## config.mk

```make
export PLATFORM = sky130hd
export DESIGN_NAME = rvx_gpio_input_filter
export DESIGN_NICKNAME = d
export VERILOG_FILES = /design/src/rtl/rvx_gpio_input_filter.sv
export SDC_FILE = /design/constraint.sdc
export NUM_CORES = 1
export LEC_CHECK = 0
export ABC_AREA = 1
export CAP_MARGIN = 40
export CORE_MARGIN = 4
export CORE_UTILIZATION = 60
export DETAILED_ROUTE_END_ITERATION = 8
export PLACE_DENSITY_LB_ADDON = 0.05
export SETUP_SLACK_MARGIN = 0.02
export SLEW_MARGIN = 10
export SYNTH_ARGS = -nofsm -noshare
export SYNTH_HDL_FRONTEND = slang
export SYNTH_SLANG_ARGS = --single-unit
```

## constraint.sdc

```tcl
create_clock -name clock -period 5.2 [get_ports clock]
set_clock_uncertainty 0.1 [all_clocks]
set_input_delay 1.04 -clock clock [delete_from_list [all_inputs] [get_ports clock]]
set_output_delay 1.04 -clock clock [all_outputs]
set_load 0.02 [all_outputs]
```

## src/rtl/rvx_gpio_input_filter.sv

```systemverilog
// GPIO input conditioning: two-flop synchroniser, prescaled per-pin debounce,
// edge-to-interrupt capture and a small CSR block on the RVX register interface.
module rvx_gpio_input_filter #(
  parameter int unsigned GPIO_WIDTH     = 32,
  parameter int unsigned FILTER_SAMPLES = 4
) (
  input  logic                  clock,
  input  logic                  reset_n,
  input  logic [4:0]            rw_address,
  output logic [31:0]           read_data,
  input  logic                  read_request,
  output logic                  read_response,
  input  logic [31:0]           write_data,
  input  logic [3:0]            write_strobe,
  input  logic                  write_request,
  output logic                  write_response,
  input  logic [GPIO_WIDTH-1:0] gpio_raw,
  output logic [GPIO_WIDTH-1:0] gpio_filtered,
  output logic                  irq
);

  localparam logic [4:0] AddrFiltered = 5'h00;
  localparam logic [4:0] AddrPrescale = 5'h04;
  localparam logic [4:0] AddrRiseEn   = 5'h08;
  localparam logic [4:0] AddrFallEn   = 5'h0C;
  localparam logic [4:0] AddrPending  = 5'h10;

  localparam logic [3:0] CntMax = 4'(FILTER_SAMPLES - 1);

  // Handshake and read path
  logic [31:0] read_data_q, read_data_d;
  logic        read_response_q;
  logic        write_response_q;

  // Synchroniser and debounce state
  logic [GPIO_WIDTH-1:0] s1_q, s2_q;
  logic [GPIO_WIDTH-1:0] filtered_q, filtered_d;
  logic [3:0]            cnt_q [GPIO_WIDTH];
  logic [3:0]            cnt_d [GPIO_WIDTH];

  // Prescaler
  logic [15:0] presc_cnt_q, presc_cnt_d;
  logic        tick;

  // Control/status registers
  logic [15:0]           prescale_q, prescale_d;
  logic [GPIO_WIDTH-1:0] rise_en_q, rise_en_d;
  logic [GPIO_WIDTH-1:0] fall_en_q, fall_en_d;
  logic [GPIO_WIDTH-1:0] pending_q, pending_d;

  // Write decode
  logic        strobe_ok;
  logic        write_accept;
  logic [31:0] byte_mask;
  logic [31:0] wdata_masked;
  logic        wr_prescale, wr_rise_en, wr_fall_en, wr_pending;

  logic [GPIO_WIDTH-1:0] rise, fall, edge_set;

  always_comb begin
    strobe_ok    = (write_strobe == 4'b1111) || (write_strobe == 4'b0011) ||
                   (write_strobe == 4'b0001);
    write_accept = write_request && strobe_ok;
    byte_mask    = {{8{write_strobe[3]}}, {8{write_strobe[2]}},
                    {8{write_strobe[1]}}, {8{write_strobe[0]}}};
    wdata_masked = write_data & byte_mask;
    wr_prescale  = write_accept && (rw_address == AddrPrescale);
    wr_rise_en   = write_accept && (rw_address == AddrRiseEn);
    wr_fall_en   = write_accept && (rw_address == AddrFallEn);
    wr_pending   = write_accept && (rw_address == AddrPending);
  end

  // Prescaler: tick on match, then wrap; a PRESCALE write restarts the count.
  always_comb begin
    tick        = (presc_cnt_q == prescale_q);
    presc_cnt_d = tick ? 16'h0000 : presc_cnt_q + 16'h0001;
    if (wr_prescale) begin
      presc_cnt_d = 16'h0000;
    end
  end

  always_comb begin
    filtered_d = filtered_q;
    for (int i = 0; i < int'(GPIO_WIDTH); i++) begin
      cnt_d[i] = cnt_q[i];
      if (tick) begin
        if (s2_q[i] == filtered_q[i]) begin
          cnt_d[i] = 4'h0;
        end else if (cnt_q[i] == CntMax) begin
          filtered_d[i] = s2_q[i];
          cnt_d[i]      = 4'h0;
        end else begin
          cnt_d[i] = cnt_q[i] + 4'h1;
        end
      end
    end
  end

  // Edge capture happens on the same edge that updates the filtered value.
  always_comb begin
    rise     = filtered_d & ~filtered_q;
    fall     = ~filtered_d & filtered_q;
    edge_set = (rise & rise_en_q) | (fall & fall_en_q);
  end

  always_comb begin
    prescale_d = prescale_q;
    rise_en_d  = rise_en_q;
    fall_en_d  = fall_en_q;
    pending_d  = pending_q;
    if (wr_prescale) begin
      prescale_d = (prescale_q & ~byte_mask[15:0]) | wdata_masked[15:0];
    end
    if (wr_rise_en) begin
      rise_en_d = (rise_en_q & ~byte_mask[GPIO_WIDTH-1:0]) | wdata_masked[GPIO_WIDTH-1:0];
    end
    if (wr_fall_en) begin
      fall_en_d = (fall_en_q & ~byte_mask[GPIO_WIDTH-1:0]) | wdata_masked[GPIO_WIDTH-1:0];
    end
    if (wr_pending) begin
      pending_d = pending_q & ~wdata_masked[GPIO_WIDTH-1:0];
    end
    // New edges win over a simultaneous clear.
    pending_d = pending_d | edge_set;
  end

  always_comb begin
    read_data_d = read_data_q;
    if (read_request) begin
      read_data_d = 32'h0;
      unique case (rw_address)
        AddrFiltered: read_data_d[GPIO_WIDTH-1:0] = filtered_q;
        AddrPrescale: read_data_d[15:0]           = prescale_q;
        AddrRiseEn:   read_data_d[GPIO_WIDTH-1:0] = rise_en_q;
        AddrFallEn:   read_data_d[GPIO_WIDTH-1:0] = fall_en_q;
        AddrPending:  read_data_d[GPIO_WIDTH-1:0] = pending_q;
        default:      read_data_d                 = 32'h0;
      endcase
    end
  end

  always_ff @(posedge clock or negedge reset_n) begin
    if (!reset_n) begin
      read_data_q      <= 32'h0;
      read_response_q  <= 1'b0;
      write_response_q <= 1'b0;
      s1_q             <= '0;
      s2_q             <= '0;
      filtered_q       <= '0;
      presc_cnt_q      <= 16'h0;
      prescale_q       <= 16'h0;
      rise_en_q        <= '0;
      fall_en_q        <= '0;
      pending_q        <= '0;
      for (int i = 0; i < int'(GPIO_WIDTH); i++) begin
        cnt_q[i] <= 4'h0;
      end
    end else begin
      read_data_q      <= read_data_d;
      read_response_q  <= read_request;
      write_response_q <= write_request;
      s1_q             <= gpio_raw;
      s2_q             <= s1_q;
      filtered_q       <= filtered_d;
      presc_cnt_q      <= presc_cnt_d;
      prescale_q       <= prescale_d;
      rise_en_q        <= rise_en_d;
      fall_en_q        <= fall_en_d;
      pending_q        <= pending_d;
      for (int i = 0; i < int'(GPIO_WIDTH); i++) begin
        cnt_q[i] <= cnt_d[i];
      end
    end
  end

  assign read_data      = read_data_q;
  assign read_response  = read_response_q;
  assign write_response = write_response_q;
  assign gpio_filtered  = filtered_q;
  assign irq            = |pending_q;

endmodule

```

-- After elaboration in Yosys (flattened, before gate mapping)
Index checks and enable logic that the tools add are counted.
- bits in registers: 386
- input port bits: 77
- logic and storage cells: 341
- $add $sub $neg: 33
- eq/ne operators: 72
- multiplexer cells: 165
- bitwise operators: 19
- reductions and logical operators: 9
- operator list (operator ; number):
    $and A32 B32 Y32 ; 8
    $mux W4 ; 64
    $eq A4 B2 Y1 const B ; 33
    $add A4 B1 Y4 const B ; 32
    $not A32 Y32 ; 4
    $or A32 B32 Y32 ; 4
    $mux W1 ; 96
    $pmux W16 S5 ; 1
    $pmux W16 S4 ; 1
    $eq A1 B1 Y1 ; 32
    $mux W16 ; 2
    $mux W32 ; 1
    $reduce_or A32 Y1 ; 1
    $add A16 B1 Y16 const B ; 1
    $and A16 B16 Y16 ; 1
    $eq A16 B16 Y1 ; 1
    $not A16 Y16 ; 1
    $or A16 B16 Y16 ; 1
    $eq A5 B4 Y1 const B ; 2
    $eq A5 B3 Y1 const B ; 1
    $eq A5 B5 Y1 const B ; 1
    $logic_and A1 B1 Y1 ; 5
    $logic_not A5 Y1 ; 1
    $eq A4 B1 Y1 const B ; 1
    2 further kinds ; 3

-- Logic depth before layout (Yosys ltp)
- depth after elaboration: 9
- depth in mapped cells: 12
- gate-level depth less buffers: 11

-- Worst setup path before layout
OpenSTA, ideal clock, no wires.
- path type: input-to-reg
- start: in rw_address[1]
- end: reg (tool-made name)
- arrival time: 2152 ps
- required time: 4969 ps
- path slack: 2818 ps
- cell stages on the path: 9
- buffers on the path: 1
- cell sequence: nor2_1 > nand2_1 > nor2_2 > inv_2 > nor2_1 > nand2_1 > clkbuf_1 > nand2_1 > o21ai_0
- RTL lines (what ; RTL line ; source):
    start, declared ; 9 ; input logic [4:0] rw_address,

-- Final worst setup path
- start: reg pending_q[17]
- end: out irq
- word-level cells in the longest chain between the ends: 1
- ends and longest elaborated chain (what ; RTL line ; source):
    start, declared ; 49 ; logic [GPIO_WIDTH-1:0] pending_q, pending_d;
    start signal, assigned ; 169 ; pending_q <= pending_d;
    $reduce_or A32 Y1 ; 180 ; assign irq = |pending_q;
    end, declared ; 19 ; output logic irq
No other way between the ends.

==> impl_metrics.env <==
export IMPL_cp_max_fo=3
export IMPL_worstHoldPathType="register to register"
export IMPL_nets=2465
export IMPL_dpl_cell_count=2707
export IMPL_ys_top_cells_by_count="nand2_1, dfrtp_1, inv_1"
export IMPL_synth_largest_area_cell="dfrtp_1"
export IMPL_cts_clk_slew_worst_paths_ns=0.06
export IMPL_syn_nets=2333
export IMPL_setup_violations=0
export IMPL_holdBufCountCts=0
export IMPL_multi_input_area_um2=7470
export IMPL_die_h_um=184
export IMPL_drv_cap=0
export IMPL_endpoint_kind="output pin"
export IMPL_worstPathCellList="nor4_1 -> nand4_1 -> or2_2 -> clkdlybuf4s50_1"
export IMPL_run_status="finished, final reports clean"
export IMPL_dp_hpwl_mm=30.3
export IMPL_synth_edf_count=0
export IMPL_met3_length_mm=2.93
export IMPL_cts_tree="yes"
export IMPL_pwr_density_cell_nw_per_um2=318
export IMPL_fin_crit_ns=3.91
export IMPL_rows=64
export IMPL_die_w_um=184
export IMPL_async_flop_share_pct=100
export IMPL_drv_slew=0
export IMPL_antenna_found_initial=1
export IMPL_setup_tns_ns=0
export IMPL_dr_wl_met2_mm=21.1
export IMPL_clk_insertion_delay_late_ns=0.53
export IMPL_start_util_pct=60.8
export IMPL_slew_headroom_pct=41.1
export IMPL_wl_met1_mm=21.0
export IMPL_yosysMostFrequentCell="nand2_1"
export IMPL_routed_wl_mm=46.3
export IMPL_seq_area_um2=9660
export IMPL_fin_cells=2785
export IMPL_post_route_util_pct=71.6
export IMPL_syn_area_um2=18500
export IMPL_cts_resized=0
export IMPL_crit_required_ns=4.06
export IMPL_first_pass_iters=5
export IMPL_synthToLayoutAreaGrowth_pct=17.8
export IMPL_period_share_pct=75.3
export IMPL_synth_top_area_share_pct=52.1
export IMPL_cts_sinks=386
export IMPL_post_cts_buffers=0
export IMPL_p_switching_mw=1.62
export IMPL_grt_ovfl_total=0
export IMPL_hold_viol_final=0
export IMPL_synthTopCellsByArea="dfrtp_1, nand2_1, o21ai_0, inv_1, nand3_1"
export IMPL_pin_count=144
export IMPL_cts_made_buffers=42
export IMPL_nFillCells=2328
export IMPL_syn_avg_cell_area_um2=8.34
export IMPL_drt_iter0_markers=1284
export IMPL_intPower_mw=5.33
export IMPL_tightest_slew_ns=0.883
export IMPL_grt_pass1_wl_mm=76.8
export IMPL_routedWlPerCell_um=16.6
export IMPL_irDropWorstVdd_mv=0.235
export IMPL_root_buffer="clkbuf_16"
export IMPL_grt_pass1_vias=15217
export IMPL_seq_power_share_pct=46.4
export IMPL_swShare_pct=23.3
export IMPL_ys_ff_latch=386
export IMPL_synthCells=2223
export IMPL_track_usage_pct=27.8
export IMPL_final_layout_size_suffix_gt1_share_pct=4.86
export IMPL_critical_path_max_stage_delay_ns=0.74
export IMPL_p_comb_share_pct=6.9
export IMPL_vias=15430
export IMPL_ant_nets=0
export IMPL_htreeDepth=2
export IMPL_die_area_um2=33800
export IMPL_grt_max_degree=181
export IMPL_drc=0
export IMPL_ys_seq_area_share_pct=52.1
export IMPL_cp_start_kind="register"
export IMPL_rsz0062_at_grt="no"
export IMPL_top_layer_used="met4"
export IMPL_crit_type="register to output pin"
export IMPL_yosysWarningCount=0
export IMPL_viasPerCell=5.54
export IMPL_yosys_most_used_dff="dfrtp_1"
export IMPL_core_um2=30500
export IMPL_clkPwrFrac_pct=46.7
export IMPL_synth_cell_types=33
export IMPL_arrival_ns=2.77
export IMPL_place_congestion=0.901
export IMPL_fmax_ghz=0.255
export IMPL_port_buffers=143
export IMPL_p_leak_nw=9.94
export IMPL_critPathSlowestCell="nor4_1"
export IMPL_cts_buffer_depth=3
## cells by family (layout without fill, tap and decap cells)
| group | after synthesis | after routing | share of synthesized area, % |
|---|---|---|---|
| DFF | 386 | 386 | 52.1 |
| AOI/OAI and AO/OA | 385 | 385 | 11.7 |
| adders and majority gates | 33 | 33 | 2.23 |
| other | 0 | 1 | 0 |
| and+or+nand+nor | 976 | 976 | 22.2 |
| xor gates and xnor gates | 89 | 89 | 4.20 |
| buffers and inverters | 354 | 519 | 7.61 |
## cells in the final DEF (no fill, tap or decap), types with 11 or more instances in the layout
cell type	n
buf_4	18
xnor2_1	22
clkinv_2	11
o21ai_0	235
nand2_1	614
clkbuf_16	43
dfrtp_1	386
nand4_1	39
o21a_1	32
a21boi_0	23
ha_1	33
inv_1	264
nor3_1	11
inv_2	11
o21ai_1	28
xor2_1	67
o2111ai_1	16
clkdlybuf4s50_1	142
nand3_1	132
a21oi_1	37
nor2_1	131
nand3b_1	32
## critical path: cells and delay by family, from the launching register on
| family | cells | cell delay, ns |
|---|---|---|
| DFF | 1 | 0.40 |
| buffers and inverters | 1 | 0.55 |
| and+or+nand+nor | 3 | 1.29 |
## through the flow
stage | setup slack, ns | total power, mW | hold slack, ns | area (um2)
after floorplan | 2.82 | 3.51 | 0.231 | 18500
after global placement | 1.68 | 3.74 | 0.232 | 20300
final | 1.29 | 6.95 | 0.233 | 21800
after global routing | 1.23 | 7.22 | 0.250 | 21800
after CTS | 1.30 | 7.00 | 0.242 | 21800
after detailed placement | 1.77 | 3.76 | 0.235 | 20300
## metal layers
layer | up-vias | global-route usage, %
met4 | 0 | 7.84
met5 | - | 0
met2 | 515 | 44.2
li1 | 7439 | -
met1 | 7374 | 40.4
met3 | 102 | 3.94
## area by class of cell
class	count	share of cell area, %
Antenna cell	1	0.0115
Sequential cell	386	44.2
Timing Repair Buffer	166	7.60
Clock buffer	55	5.50
Clock inverter	22	1.46
Multi-Input combinational cell	1483	34.2
Tap cell	396	2.27
Inverter	276	4.75
## power groups by stage
stage / combinational, mW / clock (mW) / sequential (mW)
global placement: 0.470 / 0 / 3.27
global route: 0.557 / 3.42 / 3.24
CTS: 0.486 / 3.29 / 3.22
floorplan: 0.254 / 0 / 3.26
finish: 0.482 / 3.25 / 3.23
detailed placement: 0.482 / 0 / 3.28
## worst paths after layout
check	from	endpoint	slack (ns)	cells past startpoint
max	pending_q[17]	irq	1.29	4
min	s1_q[25]	s2_q[25]	0.23	0
max reg2reg	presc_cnt_q[6]	presc_cnt_q[11]	2.50	12
min reg2reg	s1_q[25]	s2_q[25]	0.23	0
max in group asynchronous	reset_n	async pin	3.43	2
min in group asynchronous	reset_n	cnt_q[100]	0.45	1
Power figures use the tool's default switching activity.
==> edit (config.mk and constraints unchanged) <==
`GPIO_WIDTH`: 32 -> 16.
--- a/src/rtl/rvx_gpio_input_filter.sv
+++ b/src/rtl/rvx_gpio_input_filter.sv
@@ -1,7 +1,7 @@
 // GPIO input conditioning: two-flop synchroniser, prescaled per-pin debounce,
 // edge-to-interrupt capture and a small CSR block on the RVX register interface.
 module rvx_gpio_input_filter #(
-  parameter int unsigned GPIO_WIDTH     = 32,
+  parameter int unsigned GPIO_WIDTH     = 16,
   parameter int unsigned FILTER_SAMPLES = 4
 ) (
   input  logic                  clock,
Interface: changed (resized gpio_filtered and gpio_raw); port bits go from 144 to 112. No check against the original RTL was run, so the function may have changed too.
==> edit against the original RTL <==
  * Total power fell by 46%
  * Clock power shrank 51%
  * Routed wire length is 49% lower
  * Largest cell class unchanged
  * Sequential cell count is 176 lower
  * Sequential power down 44%
  * Cell area is 45% lower
  * Worst setup slack gained 0.49 ns
  * Fmax grew 14%
  * Synthesized area fell by 44%
  * Highest routed layer unchanged
  * Final cell count down 44%
==> edit: results (changes against the original RTL) <==
| Metric | Value |
|---|---|
| Routing usage on met1 | 35.6% (-4.8 points) |
| Sequential cell area fraction in the yosys report | 50.8% (-1.3 points) |
| Hold Path Origin | s1_q[13]$_DFF_PN0_ |
| Reg-to-Reg End | cnt_q[58]$_DFFE_PN0N_ |
| ClkCell Share | 6.16% (-0.79 points) |
| Status | completed |
| Gpl congestion | 0.851 (-5.5%) |
| Drt total wl | 23400 um (-49%) |
| M3 GR Usage | 3.33% (-0.61 points) |
| Routed vias/inst | 5.37 (-3.2%) |
| Place WS | 1.47 ns (-0.298 ns) |
| Worst-skew pair later-pin latency | 0.51 ns (-0.02 ns) |
| Routed wl met2 | 10500 um (-50%) |
| Synth area leaders | dfrtp_1 (51%), nand2_1 (11%), o21ai_0 (6.3%) |
| Non-clk buf share | 7.13% (-0.48 points) |
| Worst Setup SP | pending_q[3]$_DFF_PN0_ |
| Worst r2r path cells | 11 (-1) |
| Drt pass-1 iters | 5 (unchanged) |
| Final worst path period need | 3.42 ns (-0.493 ns) |
| Worst R2R Setup Slack | 2.35 ns (-0.15 ns) |
| Filler cell count | 1339 (-42%) |
| XOR/XNOR share of the synthesized area | 4.40% (+0.20 points) |
| Inverters | 174 (-37%) |
| Unique masters post-synth | 29 (-12%) |
| GRT met2 Usage | 38.5% (-5.7 points) |
| #MultiIn Comb | 827 (-44%) |
| Met3 routed WL | 1250 um (-57%) |
| Leakage | 5.48 nW (-45%) |
| Avg WL per Cell | 15.0 um (-9.7%) |
| Critical Path Fanout Max | 2 (-1) |
| WHS | 0.243 ns (+0.00937 ns) |
| Setup Buffers After CTS | 0 (unchanged) |
| N_diodes | 0 (-1) |
| Starting DRC count in detailed routing | 613 (-52%) |
| DP Area | 11200 um^2 (-45%) |
| GRT Resource Usage Total | 24.3% (-3.5 points) |
| Num rows | 47 (-27%) |
| Adder-cell share of the synthesized area | 2.06% (-0.17 points) |
| Share of cells above drive strength 1 | 3.96% (-0.89 points) |
| Final HPWL DP | 16500 um (-46%) |
| Hold EP | s2_q[13]$_DFF_PN0_ |
| Largest net degree at the start of global routing | 93 (-49%) |
| Clock sink total | 210 (-46%) |
| Port buffer count | 79 (-45%) |
| H-tree Lvls | 1 (-1) |
| Register area | 5260 um^2 (-46%) |
| # clk buffers | 37 (-33%) |
| Vias in the first global route | 8059 (-47%) |
| Top cells by count, synth | nand2_1 (305), dfrtp_1 (210), inv_1 (171) |
| First-pass GRT wire length | 39600 um (-48%) |
| Initial antenna violation count | 0 (-1) |
| Crit path DAT | 2.28 ns (-0.49 ns) |
| Post-placement cell count | 1516 (-44%) |
| Syn avg cell area | 8.29 um^2 (-0.58%) |
| Area of the multi-input gates | 4180 um^2 (-44%) |
| CTS Buf Count | 23 (-45%) |
| Buffers excl. clock | 85 (-49%) |
| Fin nets | 1399 (-43%) |
| Worst vdd ir | 0.258 mV (+9.7%) |
[edit: changes by cell type in the layout (fill, tap and decap cells not counted), moves of 17 or more]
cell	delta
nand2_1	-309
inv_1	-93
o21ai_0	-104
dfrtp_1	-176
nor2_1	-61
nand3b_1	-20
nand3_1	-56
clkbuf_16	-20
clkdlybuf4s50_1	-64
xnor2_1	-17
a21boi_0	-23
xor2_1	-20
[edit: worst max-delay path, stage by stage (launching register included)]
cell             delay (ns)
dfrtp_1                0.39
nor4_1                 0.53
nand4_1                0.25
clkdlybuf4s50_1        0.60
[edit: power breakdown]
group / total (mW) / switching (mW) / internal, mW / leakage (nW)
logic: 0.358 / 0.223 / 0.135 / 2.44
registers: 1.80 / 0.0805 / 1.72 / 2.68
clock network: 1.60 / 0.644 / 0.951 / 0.363
